`src/rtl/hysteresis_counter_table_pkg.sv`:
```
// Shared types and derived constants for the hysteresis counter table.
// FSM state encoding plus helpers that derive the hysteresis thresholds from RANGE/COERCIVITY.
package hysteresis_counter_table_pkg;

  typedef enum logic [1:0] {
    IDLE  = 2'd0,
    DRAIN = 2'd1,
    CLEAR = 2'd2
  } table_state_t;

  localparam int DEFAULT_RANGE      = 4;
  localparam int DEFAULT_COERCIVITY = 1;

  function automatic int counter_half_low(input int range);
    return range / 2 - 1;
  endfunction

  function automatic int counter_half_high(input int range);
    return range / 2;
  endfunction

  function automatic int counter_jump_low(input int range, input int coercivity);
    return range / 2 - 1 - coercivity;
  endfunction

  function automatic int counter_jump_high(input int range, input int coercivity);
    return range / 2 + coercivity;
  endfunction

  localparam int COUNTER_HALF_LOW  = counter_half_low(DEFAULT_RANGE);
  localparam int COUNTER_HALF_HIGH = counter_half_high(DEFAULT_RANGE);
  localparam int COUNTER_JUMP_LOW  = counter_jump_low(DEFAULT_RANGE, DEFAULT_COERCIVITY);
  localparam int COUNTER_JUMP_HIGH = counter_jump_high(DEFAULT_RANGE, DEFAULT_COERCIVITY);

endpackage

```
`src/rtl/hysteresis_counter_table_controller_if.sv`:
```
// Requester-facing bundle of the counter table: two update handshakes, read port, clear/busy.
// master = predictor/training side, slave = the table controller.
interface hysteresis_counter_table_controller_if #(
  parameter int DEPTH_LOG2 = 3,
  parameter int RANGE_LOG2 = 2
);
  logic                  update_a_valid;
  logic                  update_a_ready;
  logic [DEPTH_LOG2-1:0] update_a_index;
  logic                  update_a_up;
  logic                  update_b_valid;
  logic                  update_b_ready;
  logic [DEPTH_LOG2-1:0] update_b_index;
  logic                  update_b_up;
  logic [DEPTH_LOG2-1:0] read_index;
  logic [RANGE_LOG2-1:0] read_count;
  logic                  read_high;
  logic                  clear;
  logic                  busy;

  modport master (
    output update_a_valid, update_a_index, update_a_up,
    output update_b_valid, update_b_index, update_b_up,
    output read_index, clear,
    input  update_a_ready, update_b_ready, read_count, read_high, busy
  );

  modport slave (
    input  update_a_valid, update_a_index, update_a_up,
    input  update_b_valid, update_b_index, update_b_up,
    input  read_index, clear,
    output update_a_ready, update_b_ready, read_count, read_high, busy
  );
endinterface

```
`src/rtl/hysteresis_counter_step.sv`:
```
// Combinational hysteresis step: saturating +/-1 with a jump across the midpoint.
// Increment and decrement together (or neither) leave the value unchanged.
module hysteresis_counter_step
  import hysteresis_counter_table_pkg::*;
#(
  parameter int RANGE      = 4,
  parameter int COERCIVITY = 1,
  parameter int RANGE_LOG2 = $clog2(RANGE)
) (
  input  logic [RANGE_LOG2-1:0] value,
  input  logic                  increment,
  input  logic                  decrement,
  output logic [RANGE_LOG2-1:0] next_value
);

  localparam logic [RANGE_LOG2-1:0] MAX_VALUE = RANGE_LOG2'(RANGE - 1);
  localparam logic [RANGE_LOG2-1:0] HALF_LOW  = RANGE_LOG2'(counter_half_low(RANGE));
  localparam logic [RANGE_LOG2-1:0] HALF_HIGH = RANGE_LOG2'(counter_half_high(RANGE));
  localparam logic [RANGE_LOG2-1:0] JUMP_LOW  = RANGE_LOG2'(counter_jump_low(RANGE, COERCIVITY));
  localparam logic [RANGE_LOG2-1:0] JUMP_HIGH = RANGE_LOG2'(counter_jump_high(RANGE, COERCIVITY));

  always_comb begin
    next_value = value;
    if (increment && !decrement) begin
      if (value == HALF_LOW)
        next_value = JUMP_HIGH;
      else if (value != MAX_VALUE)
        next_value = value + RANGE_LOG2'(1);
    end else if (decrement && !increment) begin
      if (value == HALF_HIGH)
        next_value = JUMP_LOW;
      else if (value != '0)
        next_value = value - RANGE_LOG2'(1);
    end
  end

endmodule

```
`src/rtl/hysteresis_counter_table_controller.sv`:
```
// Table of hysteresis counters shared by two round-robin requesters through a one-stage update pipeline.
// Optional macro HYSTERESIS_COUNTER_TABLE_READ_BYPASS_EN forwards the pending stage to the read port.
module hysteresis_counter_table_controller
  import hysteresis_counter_table_pkg::*;
#(
  parameter int DEPTH       = 8,
  parameter int DEPTH_LOG2  = $clog2(DEPTH),
  parameter int RANGE       = DEFAULT_RANGE,
  parameter int RANGE_LOG2  = $clog2(RANGE),
  parameter int RESET_VALUE = 1,
  parameter int COERCIVITY  = DEFAULT_COERCIVITY
) (
  input logic clock,
  input logic reset,
  hysteresis_counter_table_controller_if.slave bus
);

  localparam logic [RANGE_LOG2-1:0] RESET_COUNT = RANGE_LOG2'(RESET_VALUE);
  localparam logic [RANGE_LOG2-1:0] HIGH_LIMIT  = RANGE_LOG2'(counter_half_high(RANGE));
  localparam logic [DEPTH_LOG2-1:0] LAST_INDEX  = DEPTH_LOG2'(DEPTH - 1);

  table_state_t state, next_state;

  logic [RANGE_LOG2-1:0] counters [DEPTH];
  logic                  stage_valid;
  logic [DEPTH_LOG2-1:0] stage_index;
  logic [RANGE_LOG2-1:0] stage_value;
  logic [DEPTH_LOG2-1:0] walk_idx;
  logic                  priority_b;
  logic                  walk_done;

  logic                  accepting;
  logic                  same_index;
  logic                  fire_a;
  logic                  fire_b;
  logic                  contended;
  logic [DEPTH_LOG2-1:0] req_index;
  logic                  req_up;
  logic                  req_down;
  logic [RANGE_LOG2-1:0] base_value;
  logic [RANGE_LOG2-1:0] new_value;
  logic [RANGE_LOG2-1:0] read_value;
  logic                  busy_flag;

  assign walk_done = (walk_idx == LAST_INDEX);

  always_comb begin
    same_index = (bus.update_a_index == bus.update_b_index);
    accepting  = (state == IDLE) && !bus.clear && !reset;
    fire_a     = accepting && bus.update_a_valid &&
                 (!bus.update_b_valid || same_index || !priority_b);
    fire_b     = accepting && bus.update_b_valid &&
                 (!bus.update_a_valid || same_index || priority_b);
    contended  = bus.update_a_valid && bus.update_b_valid && (fire_a != fire_b);
  end

  assign bus.update_a_ready = fire_a;
  assign bus.update_b_ready = fire_b;

  // A merged same-index pair steps once if the directions agree and cancels otherwise.
  always_comb begin
    req_index = fire_a ? bus.update_a_index : bus.update_b_index;
    req_up    = 1'b0;
    req_down  = 1'b0;
    if (fire_a && fire_b) begin
      req_up   = bus.update_a_up && bus.update_b_up;
      req_down = !bus.update_a_up && !bus.update_b_up;
    end else if (fire_a) begin
      req_up   = bus.update_a_up;
      req_down = !bus.update_a_up;
    end else if (fire_b) begin
      req_up   = bus.update_b_up;
      req_down = !bus.update_b_up;
    end
    base_value = (stage_valid && stage_index == req_index) ? stage_value
                                                           : counters[req_index];
  end

  hysteresis_counter_step #(
    .RANGE      (RANGE),
    .COERCIVITY (COERCIVITY),
    .RANGE_LOG2 (RANGE_LOG2)
  ) step (
    .value      (base_value),
    .increment  (req_up),
    .decrement  (req_down),
    .next_value (new_value)
  );

  always_ff @(posedge clock) begin
    if (reset)
      state <= IDLE;
    else
      state <= next_state;
  end

  always_comb begin
    next_state = state;
    unique case (state)
      IDLE:    if (bus.clear) next_state = DRAIN;
      DRAIN:   next_state = CLEAR;
      CLEAR:   if (walk_done) next_state = IDLE;
      default: next_state = IDLE;
    endcase
  end

  always_comb begin
    busy_flag = (state != IDLE);
  end

  assign bus.busy = busy_flag;

  // The stage write and the clear walk never collide: nothing is accepted outside IDLE.
  always_ff @(posedge clock) begin
    if (reset) begin
      for (int i = 0; i < DEPTH; i++)
        counters[i] <= RESET_COUNT;
      stage_valid <= 1'b0;
      stage_index <= '0;
      stage_value <= RESET_COUNT;
      walk_idx    <= '0;
      priority_b  <= 1'b0;
    end else begin
      if (stage_valid)
        counters[stage_index] <= stage_value;
      if (state == CLEAR) begin
        counters[walk_idx] <= RESET_COUNT;
        walk_idx           <= walk_done ? '0 : walk_idx + DEPTH_LOG2'(1);
      end
      stage_valid <= fire_a || fire_b;
      stage_index <= req_index;
      stage_value <= new_value;
      if (contended)
        priority_b <= !priority_b;
    end
  end

  always_comb begin
`ifdef HYSTERESIS_COUNTER_TABLE_READ_BYPASS_EN
    read_value = (stage_valid && stage_index == bus.read_index) ? stage_value
                                                                : counters[bus.read_index];
`else
    read_value = counters[bus.read_index];
`endif
  end

  assign bus.read_count = read_value;
  assign bus.read_high  = (read_value >= HIGH_LIMIT);

endmodule

```
`src/flat_wrapper.sv`:
```
// flat-port wrapper written by rule: the top's interface ports become plain ports
module hysteresis_counter_table_controller_flat import hysteresis_counter_table_pkg::*;
#(
  parameter int DEPTH       = 8,
  parameter int DEPTH_LOG2  = $clog2(DEPTH),
  parameter int RANGE       = DEFAULT_RANGE,
  parameter int RANGE_LOG2  = $clog2(RANGE),
  parameter int RESET_VALUE = 1,
  parameter int COERCIVITY  = DEFAULT_COERCIVITY
)
  (clock, reset, bus_update_a_valid, bus_update_a_index, bus_update_a_up, bus_update_b_valid, bus_update_b_index, bus_update_b_up, bus_read_index, bus_clear, bus_update_a_ready, bus_update_b_ready, bus_read_count, bus_read_high, bus_busy);
  hysteresis_counter_table_controller_if #(.DEPTH_LOG2(DEPTH_LOG2), .RANGE_LOG2(RANGE_LOG2)) bus_i ();
  input logic clock;
  input logic reset;
  input wire logic [$bits(bus_i.update_a_valid)-1:0] bus_update_a_valid;
  input wire logic [$bits(bus_i.update_a_index)-1:0] bus_update_a_index;
  input wire logic [$bits(bus_i.update_a_up)-1:0] bus_update_a_up;
  input wire logic [$bits(bus_i.update_b_valid)-1:0] bus_update_b_valid;
  input wire logic [$bits(bus_i.update_b_index)-1:0] bus_update_b_index;
  input wire logic [$bits(bus_i.update_b_up)-1:0] bus_update_b_up;
  input wire logic [$bits(bus_i.read_index)-1:0] bus_read_index;
  input wire logic [$bits(bus_i.clear)-1:0] bus_clear;
  output wire logic [$bits(bus_i.update_a_ready)-1:0] bus_update_a_ready;
  output wire logic [$bits(bus_i.update_b_ready)-1:0] bus_update_b_ready;
  output wire logic [$bits(bus_i.read_count)-1:0] bus_read_count;
  output wire logic [$bits(bus_i.read_high)-1:0] bus_read_high;
  output wire logic [$bits(bus_i.busy)-1:0] bus_busy;
  assign bus_i.update_a_valid = bus_update_a_valid;
  assign bus_i.update_a_index = bus_update_a_index;
  assign bus_i.update_a_up = bus_update_a_up;
  assign bus_i.update_b_valid = bus_update_b_valid;
  assign bus_i.update_b_index = bus_update_b_index;
  assign bus_i.update_b_up = bus_update_b_up;
  assign bus_i.read_index = bus_read_index;
  assign bus_i.clear = bus_clear;
  assign bus_update_a_ready = bus_i.update_a_ready;
  assign bus_update_b_ready = bus_i.update_b_ready;
  assign bus_read_count = bus_i.read_count;
  assign bus_read_high = bus_i.read_high;
  assign bus_busy = bus_i.busy;
  hysteresis_counter_table_controller #(.DEPTH(DEPTH), .DEPTH_LOG2(DEPTH_LOG2), .RANGE(RANGE), .RANGE_LOG2(RANGE_LOG2), .RESET_VALUE(RESET_VALUE), .COERCIVITY(COERCIVITY)) u_core (.clock(clock), .reset(reset), .bus(bus_i));
endmodule
```
`config.mk`:
```
export PLATFORM = sky130hd
export DESIGN_NAME = hysteresis_counter_table_controller_flat
export DESIGN_NICKNAME = d
export VERILOG_FILES = /design/src/rtl/hysteresis_counter_table_pkg.sv /design/src/rtl/hysteresis_counter_table_controller_if.sv /design/src/rtl/hysteresis_counter_step.sv /design/src/rtl/hysteresis_counter_table_controller.sv /design/src/flat_wrapper.sv
export SDC_FILE = /design/constraint.sdc
export NUM_CORES = 1
export LEC_CHECK = 0
export CORE_MARGIN = 3
export CORE_UTILIZATION = 30
export DETAILED_ROUTE_END_ITERATION = 8
export GPL_TIMING_DRIVEN = 0
export SLEW_MARGIN = 30
export SYNTH_ARGS = -nofsm -noshare
export SYNTH_HDL_FRONTEND = slang
export SYNTH_HIERARCHICAL = 1
export SYNTH_SLANG_ARGS = --single-unit
```
`constraint.sdc`:
```
create_clock -name clock -period 4.3 [get_ports clock]
set_input_delay 0.645 -clock clock [delete_from_list [all_inputs] [get_ports clock]]
set_output_delay 0.645 -clock clock [all_outputs]
set_load 0.02 [all_outputs]
```
==> run summary, run 1 <==
mux contribution to synthesized area = 0.150
Final Cycle Share = 0.825
Hold Crit Class = register to register
initial core utilization = 0.316
vias in the first global route = 1588
Distinct cells, synth = 48
Buf+Inv Stages, Crit Path = 2
Die X = 85.7 um
largest delay contributor family on the critical path = buffers and inverters
yosys warns = 6
post-synthesis adder-cell area fraction = 0.0191
WP data required = 3.65 ns
Min-Delay Path Depth = 2
reg2reg path depth = 8
minimum clock period = 3.55 ns
Synth Area in Compound Gates = 0.175
Core Util, Final = 0.371
Synth Net Count = 244
Cell Rows = 28
Crit Path Category = input pin to output port
cell mode on critical path = clkdlybuf4s50_1
vias per inst = 5.19
First-pass DRT Iterations = 4
post-CTS setup buffers = 0
RSZ-0062 raised after global routing = false
Clock transition at path regs = 0.09 ns
Pleak = 0.805 nW
P&R area growth vs syn = 17.3%
hold_sp = u_core/counters[0][1]
GRT overflow = 0
top cell type's share of synthesized area = 0.294
1st-iter DRT viols = 70
CP endpoint kind = output port
GP Congestion = 0.878
Slew @ Worst Pin = 0.699 ns
Hold EP = u_core/counters[0][1]
worst skew pair latency = 0.28 ns
outcome = finished, final reports clean
final hold violation count = 0
Max VDD drop = 112 uV
syn_area_per_cell = 8.43 um2
asr flop ratio synth = 0
Worst Path Arrival = 2.90 ns
CP cell instances = clkdlybuf4s50_1, xor2_1, or3_1, a31oi_1, clkdlybuf4s50_1
simple-gate portion of the synthesized area = 0.286
CTS resizes = 0
H-Tree Level Count = 1
flop-to-flop setup slack = 1.56 ns
end of the worst register-to-register path = u_core/stage_value[0]
DRC = 0
Setup crit start = bus_update_a_index[0]
CP Launch Type = input pin
CP peak stage delay = 0.67 ns
crit path max-delay cell type = clkdlybuf4s50_1
Die ar. = 0.00734 mm2
Detailed Place HPWL = 3510 um
vias = 1677
XOR/XNOR Fraction of Synth Area = 0.0368
setup TNS = 0 ns
worst rel slew slack = 0.533
remaining antenna violation count = 0
ys flop type = dfxtp_1
EDFF count, synth = 0
I/O pins = 22
Synth Cell Area = 0.00190 mm2
initial antenna violation count = 0
commonest non-fill, non-tap cell in the layout = dfxtp_1
Max FO, Critical Path = 5
layout cells sized above 1 = 0.125
combinational family with the most area after synthesis = simple AND/OR/NAND/NOR gates
Finish-stage setup viols = 0
CTS Sinks = 28
Routed WL per cell = 14.1 um
maxcap violations = 0
root buffer cell = clkbuf_8
Die Height = 85.7 um
highest clock rate = 282 MHz
Syn Inst Count = 226
IO Port Bufs = 18
CORE AREA = 0.00603 mm2
largest area contributor in the netlist = dfxtp_1
hold_ws = 0.530 ns
Max Slew Vio Count = 0
CTS tree = done
top cells by area, synth = dfxtp_1, mux2_2, nor2b_1
Worst Clk Skew = 0.00656 ns
Critical R2R Launch = u_core/state[0]
# hold bufs at CTS = 0
clock buffer depth = 2
largest net degree at the start of global routing = 16
Yosys reg bits = 28
Pwr Density = 247 mW/mm2
GRT Total Usage = 0.130
number of CTS-inserted buffers = 3
commonest cells after routing, fill and taps aside = dfxtp_1, nor2_1, clkdlybuf4s50_1
# diodes = 0
nets@finish = 267
Routed WL = 4560 um
first-pass GRT wire length = 7720 um
register area share after synthesis = 0.294
[power breakdown]
group          internal, mW  switching (mW)
clock network        0.0821          0.0834
logic                0.0490          0.0629
registers             0.267         0.00766
total                 0.398           0.154
[worst max-delay path by stage]
stage / slack (ns) / to / cells after the start
after floorplan: 1.47 / u_core/stage_value[0] / 9
after global placement: 0.75 / u_core/stage_value[0] / 9
after detailed placement: 0.73 / u_core/stage_value[0] / 9
after CTS: 0.75 / bus_update_b_ready / 5
after global routing: 0.64 / bus_update_b_ready / 5
final: 0.75 / bus_update_b_ready / 5
[layout make-up]
type	count	area, um2
tap	75	93.8
inverter	6	22.5
fill	641	3790
timing repair buffer	18	180
clock buffer	4	55.1
sequential	28	561
multi-input combinational	179	1270
buffer	13	51.3
[sequential cells by signal, indices dropped and copies added (netlist names)]
name	cells
u_core/counters	16
u_core/priority_b	1
u_core/stage_index	3
u_core/stage_valid	1
u_core/stage_value	2
u_core/state	2
u_core/walk_idx	3
[through the flow]
step,worst slack [ns],power (mW),cell area [um2],instances
6_report,0.754,0.552,2230,323
5_1_grt,0.642,0.581,2230,323
4_1_cts,0.752,0.557,2230,323
3_5_place_dp,0.734,0.393,2180,319
3_3_place_gp,0.747,0.392,2180,319
2_1_floorplan,1.47,0.353,1900,226
[worst reg2reg max path, cell delays in order, from the launching register on]
cell     delay [ns]
dfxtp_1        0.36
nor4_4         0.52
nand3_2        0.30
mux2i_1        0.31
xor2_1         0.24
and2_1         0.20
o31ai_1        0.12
maj3_2         0.31
or2_2          0.27
[Yosys cell counts (3+ instances only)]
cell type   n
a21oi_1     7
a31oi_1     3
and2_1      3
clkbuf_1   10
dfxtp_1    28
inv_1       6
mux2_2      9
mux2i_1     8
mux4_2      4
nand2_1    16
nand2b_1    5
nand3_1     6
nand3b_1    4
nor2_1     23
nor2b_1    15
nor3_1      9
nor3b_1     8
o21ai_0     8
o22ai_1     8
or3b_2      3
xor2_1      7
[cells by family (layout without fill, tap and decap cells)]
kind of cell,after synthesis,after routing
buf+inv,19,41
flops,28,28
fa+ha+maj,3,3
mux,22,22
simple gates,99,99
xor+xnor,8,8
compound gates,47,47
[per-layer routing]
metal  part of all wire  track usage
met1               0.50        0.180
met2               0.44        0.208
met3              0.048       0.0221
met4             0.0050       0.0345
met5                  0            0
(Power assumes the default switching activity.)
==> run 2, diff against run 1 <==
clock period = 3.23 ns   (was 4.3 ns; I/O delays follow)
==> run summary, run 2 (synthesized netlist as in run 1, its figures left out) <==
DRC = 0 (unchanged)
Routed WL = 4590 um (was 4560 um)
I/O pins = 22 (unchanged)
number of CTS-inserted buffers = 3 (unchanged)
vias in the first global route = 1588 (unchanged)
1st-iter DRT viols = 80 (was 70)
First-pass DRT Iterations = 4 (unchanged)
placed cell count = 319 (unchanged)
crit path max-delay cell type = clkdlybuf4s50_1 (unchanged)
Max FO, Critical Path = 8 (was 5)
Hold Crit Class = register to register (unchanged)
first-pass GRT wire length = 7720 um (unchanged)
IO Port Bufs = 18 (unchanged)
Die ar. = 0.00734 mm2 (unchanged)
WP data required = 3.40 ns (was 3.65 ns)
initial core utilization = 0.316 (unchanged)
Max Slew Vio Count = 0 (unchanged)
final instance area = 0.00224 mm2 (was 0.00223 mm2)
commonest non-fill, non-tap cell in the layout = dfxtp_1 (unchanged)
RSZ-0062 raised after global routing = false (unchanged)
CP Launch Type = input pin (unchanged)
Final Cycle Share = 0.940
CP peak stage delay = 0.54 ns (was 0.67 ns)
vias = 1697 (was 1677)
Max VDD drop = 149 uV (was 112 uV)
root buffer cell = clkbuf_8 (unchanged)
Core Util, Final = 0.372 (was 0.371)
Cell Rows = 28 (unchanged)
GRT overflow = 0 (unchanged)
remaining antenna violation count = 0 (unchanged)
CP cell instances = clkdlybuf4s50_1, nor4_4, nand3_2, mux2i_1, xor2_1, and2_1, o31ai_1, maj3_2, or2_2 (was clkdlybuf4s50_1, xor2_1, or3_1, a31oi_1, clkdlybuf4s50_1)
Crit Path Category = input pin to register (was input pin to output port)
largest delay contributor family on the critical path = simple AND/OR/NAND/NOR gates (was buffers and inverters)
layout cells sized above 1 = 0.129 (was 0.125)
CTS tree = done (unchanged)
highest clock rate = 329 MHz
fin worst setup slack = 0.194 ns (was 0.754 ns)
Detailed Place HPWL = 3510 um (unchanged)
initial antenna violation count = 0 (unchanged)
Die Height = 85.7 um (unchanged)
H-Tree Level Count = 1 (unchanged)
CORE AREA = 0.00603 mm2 (unchanged)
Pwr Density = 328 mW/mm2 (was 247 mW/mm2)
nets@finish = 267 (unchanged)
Largest register FFs = 16 (unchanged)
Finish-stage setup viols = 0 (unchanged)
Clock transition at path regs = 0.10 ns (was 0.09 ns)
P&R area growth vs syn = 17.7% (was 17.3%)
Routed WL per cell = 14.2 um (was 14.1 um)
Top reg by flops = u_core/counters (unchanged)
worst rel slew slack = 0.531 (was 0.533)
CP endpoint kind = register (was output port)
Largest regs = u_core/counters: 16 flops, u_core/stage_index: 3 flops, u_core/walk_idx: 3 flops (unchanged)
Buf+Inv Stages, Crit Path = 1 (was 2)
clock buffer depth = 2 (unchanged)
maxcap violations = 0 (unchanged)
outcome = finished, final reports clean (unchanged)
Worst Clk Skew = 0.00614 ns (was 0.00656 ns)
# diodes = 0 (unchanged)
GP Congestion = 0.878 (unchanged)
GRT Total Usage = 0.130 (unchanged)
Slew @ Worst Pin = 0.703 ns (was 0.699 ns)
largest net degree at the start of global routing = 16 (unchanged)
final hold violation count = 0 (unchanged)
final total power = 0.736 mW (was 0.552 mW)
Die X = 85.7 um (unchanged)
Final Instance Count excl. Fillers = 323 (unchanged)
worst skew pair latency = 0.28 ns (about the same)
Pleak = 0.823 nW (was 0.805 nW)
vias per inst = 5.25 (was 5.19)
pre-CTS setup slack = -0.176 ns (was 0.734 ns)
CTS Sinks = 28 (unchanged)
minimum clock period = 3.04 ns
Worst Path Arrival = 3.21 ns (was 2.90 ns)
# hold bufs at CTS = 0 (unchanged)
commonest cells after routing, fill and taps aside = dfxtp_1, nor2_1, clkdlybuf4s50_1 (unchanged)
dpl cell area = 0.00218 mm2 (unchanged)
## run 2: cell types whose count changed in the layout (fill, tap and decap cells not counted)
| cell | previous run | this run |
|---|---|---|
| a31oi_1 | 3 | 2 |
| dlymetal6s2s_1 | 0 | 1 |
| clkdlybuf4s50_1 | 18 | 17 |
| a31oi_2 | 0 | 1 |
## run 2: repair_timing
action,CTS,global route
setup endpoints to repair,0,2
setup buffers,0,0
resized for setup,0,2
## run 2: per-layer routing
| metal | global-route usage | vias up | part of all wire |
|---|---|---|---|
| met5 | 0 | - | 0 |
| met4 | 0.0345 | 0 | 0.011 |
| met3 | 0.0221 | 5 | 0.044 |
| met2 | 0.208 | 28 | 0.44 |
| met1 | 0.180 | 799 | 0.51 |
| li1 | - | 865 | - |
## run 2: path summary, 6_finish.rpt
| check | endpoint | cells past startpoint | from | slack, ns |
|---|---|---|---|---|
| min reg2reg | u_core/counters[0][1] | 2 | u_core/counters[0][1] | 0.53 |
| max | u_core/stage_value[0] | 9 | reset | 0.19 |
| min | u_core/counters[0][1] | 2 | u_core/counters[0][1] | 0.53 |
| max reg2reg | u_core/stage_value[0] | 8 | u_core/state[0] | 0.49 |
## run 2: layout make-up
type,instances,area [um2]
fill,640,3780
multi-input combinational,179,1280
sequential,28,561
timing repair buffer,18,183
tap,75,93.8
clock buffer,4,55.1
buffer,13,51.3
inverter,6,22.5
## run 2: stage by stage
step | hold slack [ns] | setup TNS (ns)
floorplan | 0.478 | 0
global placement | 0.512 | -0.195
detailed placement | 0.513 | -0.221
CTS | 0.527 | 0
global route | 0.552 | 0
finish | 0.530 | 0
## run 2: worst min-delay path, cell delays in order, from the launching register on
cell      delay (ns)
dfxtp_1         0.33
nand3b_1        0.08
a21boi_0        0.08
## run 2: report_power, final
group          switching [mW]  leakage [nW]  total, mW  internal, mW
combinational          0.0842         0.567      0.149        0.0652
clock                   0.111        0.0288      0.220         0.109
sequential             0.0102         0.228      0.366         0.356
total                   0.206         0.823      0.736         0.530
==> run 3, diff against run 2 <==
REMOVE_ABC_BUFFERS = 1   (was unset)
==> run summary, run 3 (synthesized netlist as in run 1, its figures left out) <==
outcome = finished, final reports clean (unchanged)
fin worst setup slack = 0.241 ns (was 0.194 ns)
Largest register FFs = 16 (unchanged)
Crit Path Category = input pin to register (unchanged)
pre-CTS setup slack = -0.0329 ns (was -0.176 ns)
worst rel slew slack = 0.565 (was 0.531)
CP Launch Type = input pin (unchanged)
Hold EP = u_core/counters[0][1] (unchanged)
# hold bufs at CTS = 0 (unchanged)
hold_sp = u_core/counters[0][1] (unchanged)
Max VDD drop = 163 uV (was 149 uV)
Core Util, Final = 0.367 (was 0.372)
Finish-stage setup viols = 0 (unchanged)
Critical R2R Launch = u_core/state[0] (unchanged)
Max FO, Critical Path = 8 (unchanged)
vias in the first global route = 1588 (unchanged)
Cell Rows = 28 (unchanged)
initial antenna violation count = 0 (unchanged)
Pleak = 0.814 nW (was 0.823 nW)
commonest non-fill, non-tap cell in the layout = dfxtp_1 (unchanged)
IO Port Bufs = 21 (was 18)
Top reg by flops = u_core/counters (unchanged)
flop-to-flop setup slack = 0.57 ns (was 0.49 ns)
Hold Crit Class = register to register (unchanged)
minimum clock period = 2.99 ns (was 3.04 ns)
Slew @ Worst Pin = 0.651 ns (was 0.703 ns)
GRT Total Usage = 0.125 (was 0.130)
number of CTS-inserted buffers = 3 (unchanged)
highest clock rate = 335 MHz (was 329 MHz)
nets@finish = 257 (was 267)
CP peak stage delay = 0.63 ns (was 0.54 ns)
P&R area growth vs syn = 16.0% (was 17.7%)
final hold violation count = 0 (unchanged)
Die ar. = 0.00734 mm2 (unchanged)
H-Tree Level Count = 1 (unchanged)
CP endpoint kind = register (unchanged)
Worst Path Arrival = 3.15 ns (was 3.21 ns)
Worst Clk Skew = 0.0112 ns (was 0.00614 ns)
maxcap violations = 0 (unchanged)
CP cell instances = clkdlybuf4s50_1, xor2_1, o31a_1, o211ai_4, mux2_2, nor2_1, o31ai_1, maj3_2, or2_2 (was clkdlybuf4s50_1, nor4_4, nand3_2, mux2i_1, xor2_1, and2_1, o31ai_1, maj3_2, or2_2)
Min-Delay Path Depth = 2 (unchanged)
Die Height = 85.7 um (unchanged)
First-pass DRT Iterations = 4 (unchanged)
worst skew pair latency = 0.28 ns (about the same)
Setup crit start = bus_update_b_index[1] (was reset)
Pwr Density = 330 mW/mm2 (was 328 mW/mm2)
largest net degree at the start of global routing = 34 (was 16)
initial core utilization = 0.316 (unchanged)
WP data required = 3.39 ns (was 3.40 ns)
clock buffer depth = 2 (unchanged)
vias = 1643 (was 1697)
Clock transition at path regs = 0.10 ns (about the same)
first-pass GRT wire length = 7490 um (was 7720 um)
root buffer cell = clkbuf_8 (unchanged)
CORE AREA = 0.00603 mm2 (unchanged)
I/O pins = 22 (unchanged)
commonest cells after routing, fill and taps aside = dfxtp_1, nor2_1, clkdlybuf4s50_1 (unchanged)
reg2reg path depth = 8 (unchanged)
Detailed Place HPWL = 3370 um (was 3510 um)
Max Slew Vio Count = 0 (unchanged)
GRT overflow = 0 (unchanged)
RSZ-0062 raised after global routing = false (unchanged)
CTS tree = done (unchanged)
# diodes = 0 (unchanged)
Final Cycle Share = 0.925 (was 0.940)
CTS Sinks = 28 (unchanged)
end of the worst register-to-register path = u_core/stage_value[0] (unchanged)
Largest regs = u_core/counters: 16 flops, u_core/stage_index: 3 flops, u_core/walk_idx: 3 flops (unchanged)
1st-iter DRT viols = 101 (was 80)
GP Congestion = 0.849 (was 0.878)
Routed WL per cell = 14.4 um (was 14.2 um)
crit path max-delay cell type = clkdlybuf4s50_1 (unchanged)
vias per inst = 5.25 (about the same)
Routed WL = 4510 um (was 4590 um)
layout cells sized above 1 = 0.126 (was 0.129)
remaining antenna violation count = 0 (unchanged)
DRC = 0 (unchanged)
Die X = 85.7 um (unchanged)
## run 3: changes by cell type in the layout (fill, tap and decap cells not counted)
cell             before  now
a31oi_1               2    3
a31oi_2               1    0
buf_1                 1    0
buf_2                 2    1
clkbuf_1             10    0
clkdlybuf4s50_1      17   19
## run 3: power by group
group	internal, mW	switching (mW)
clock network	0.109	0.108
logic	0.0639	0.0714
registers	0.356	0.0207
total	0.529	0.200
## run 3: final cells by class
cell class | count | area, um2
timing repair buffer | 21 | 208
sequential | 28 | 561
fill | 629 | 3820
inverter | 6 | 22.5
multi-input combinational | 179 | 1270
tap | 75 | 93.8
clock buffer | 4 | 55.1
## run 3: worst max-delay path by stage
stage | cells past startpoint | slack [ns] | to
final | 9 | 0.24 | u_core/stage_value[0]
after global routing | 10 | 0.07 | u_core/stage_value[1]
after CTS | 5 | 0.03 | bus_update_b_ready
after detailed placement | 9 | -0.03 | u_core/stage_value[0]
after global placement | 9 | -0.87 | u_core/stage_value[0]
after floorplan | 8 | 0.65 | u_core/stage_value[0]
## run 3: metal layers
layer,track usage,up-vias,part of all wire
met5,0,-,0
met4,0.0187,0,0.0078
met3,0.0298,4,0.045
met2,0.196,27,0.46
met1,0.179,774,0.48
li1,-,838,-
## run 3: worst max-delay path, delay by kind of cell
family                   cells  cell delay [ns]
AND/OR/NAND/NOR              2             0.35
multiplexers                 1             0.38
AO/OA/AOI/OAI                3             0.79
XOR/XNOR                     1             0.19
buffers and inverters        1             0.63
adder cells (fa/ha/maj)      1             0.31
## run 3: metrics by stage
step           total power [mW]  cells  hold slack [ns]  TNS [ns]  area (um2)
2_1_floorplan             0.459    213            0.477         0        1850
3_3_place_gp              0.519    309            0.529     -2.78        2160
3_5_place_dp              0.519    309            0.543   -0.0329        2150
4_1_cts                   0.738    313            0.564         0        2210
5_1_grt                   0.766    313            0.593         0        2210
6_report                  0.729    313            0.556         0        2210
## run 3: what timing repair did
action / in CTS / in global routing
setup buffers: 0 / 0
gates resized for setup: 0 / 1
setup endpoints to repair: 0 / 1
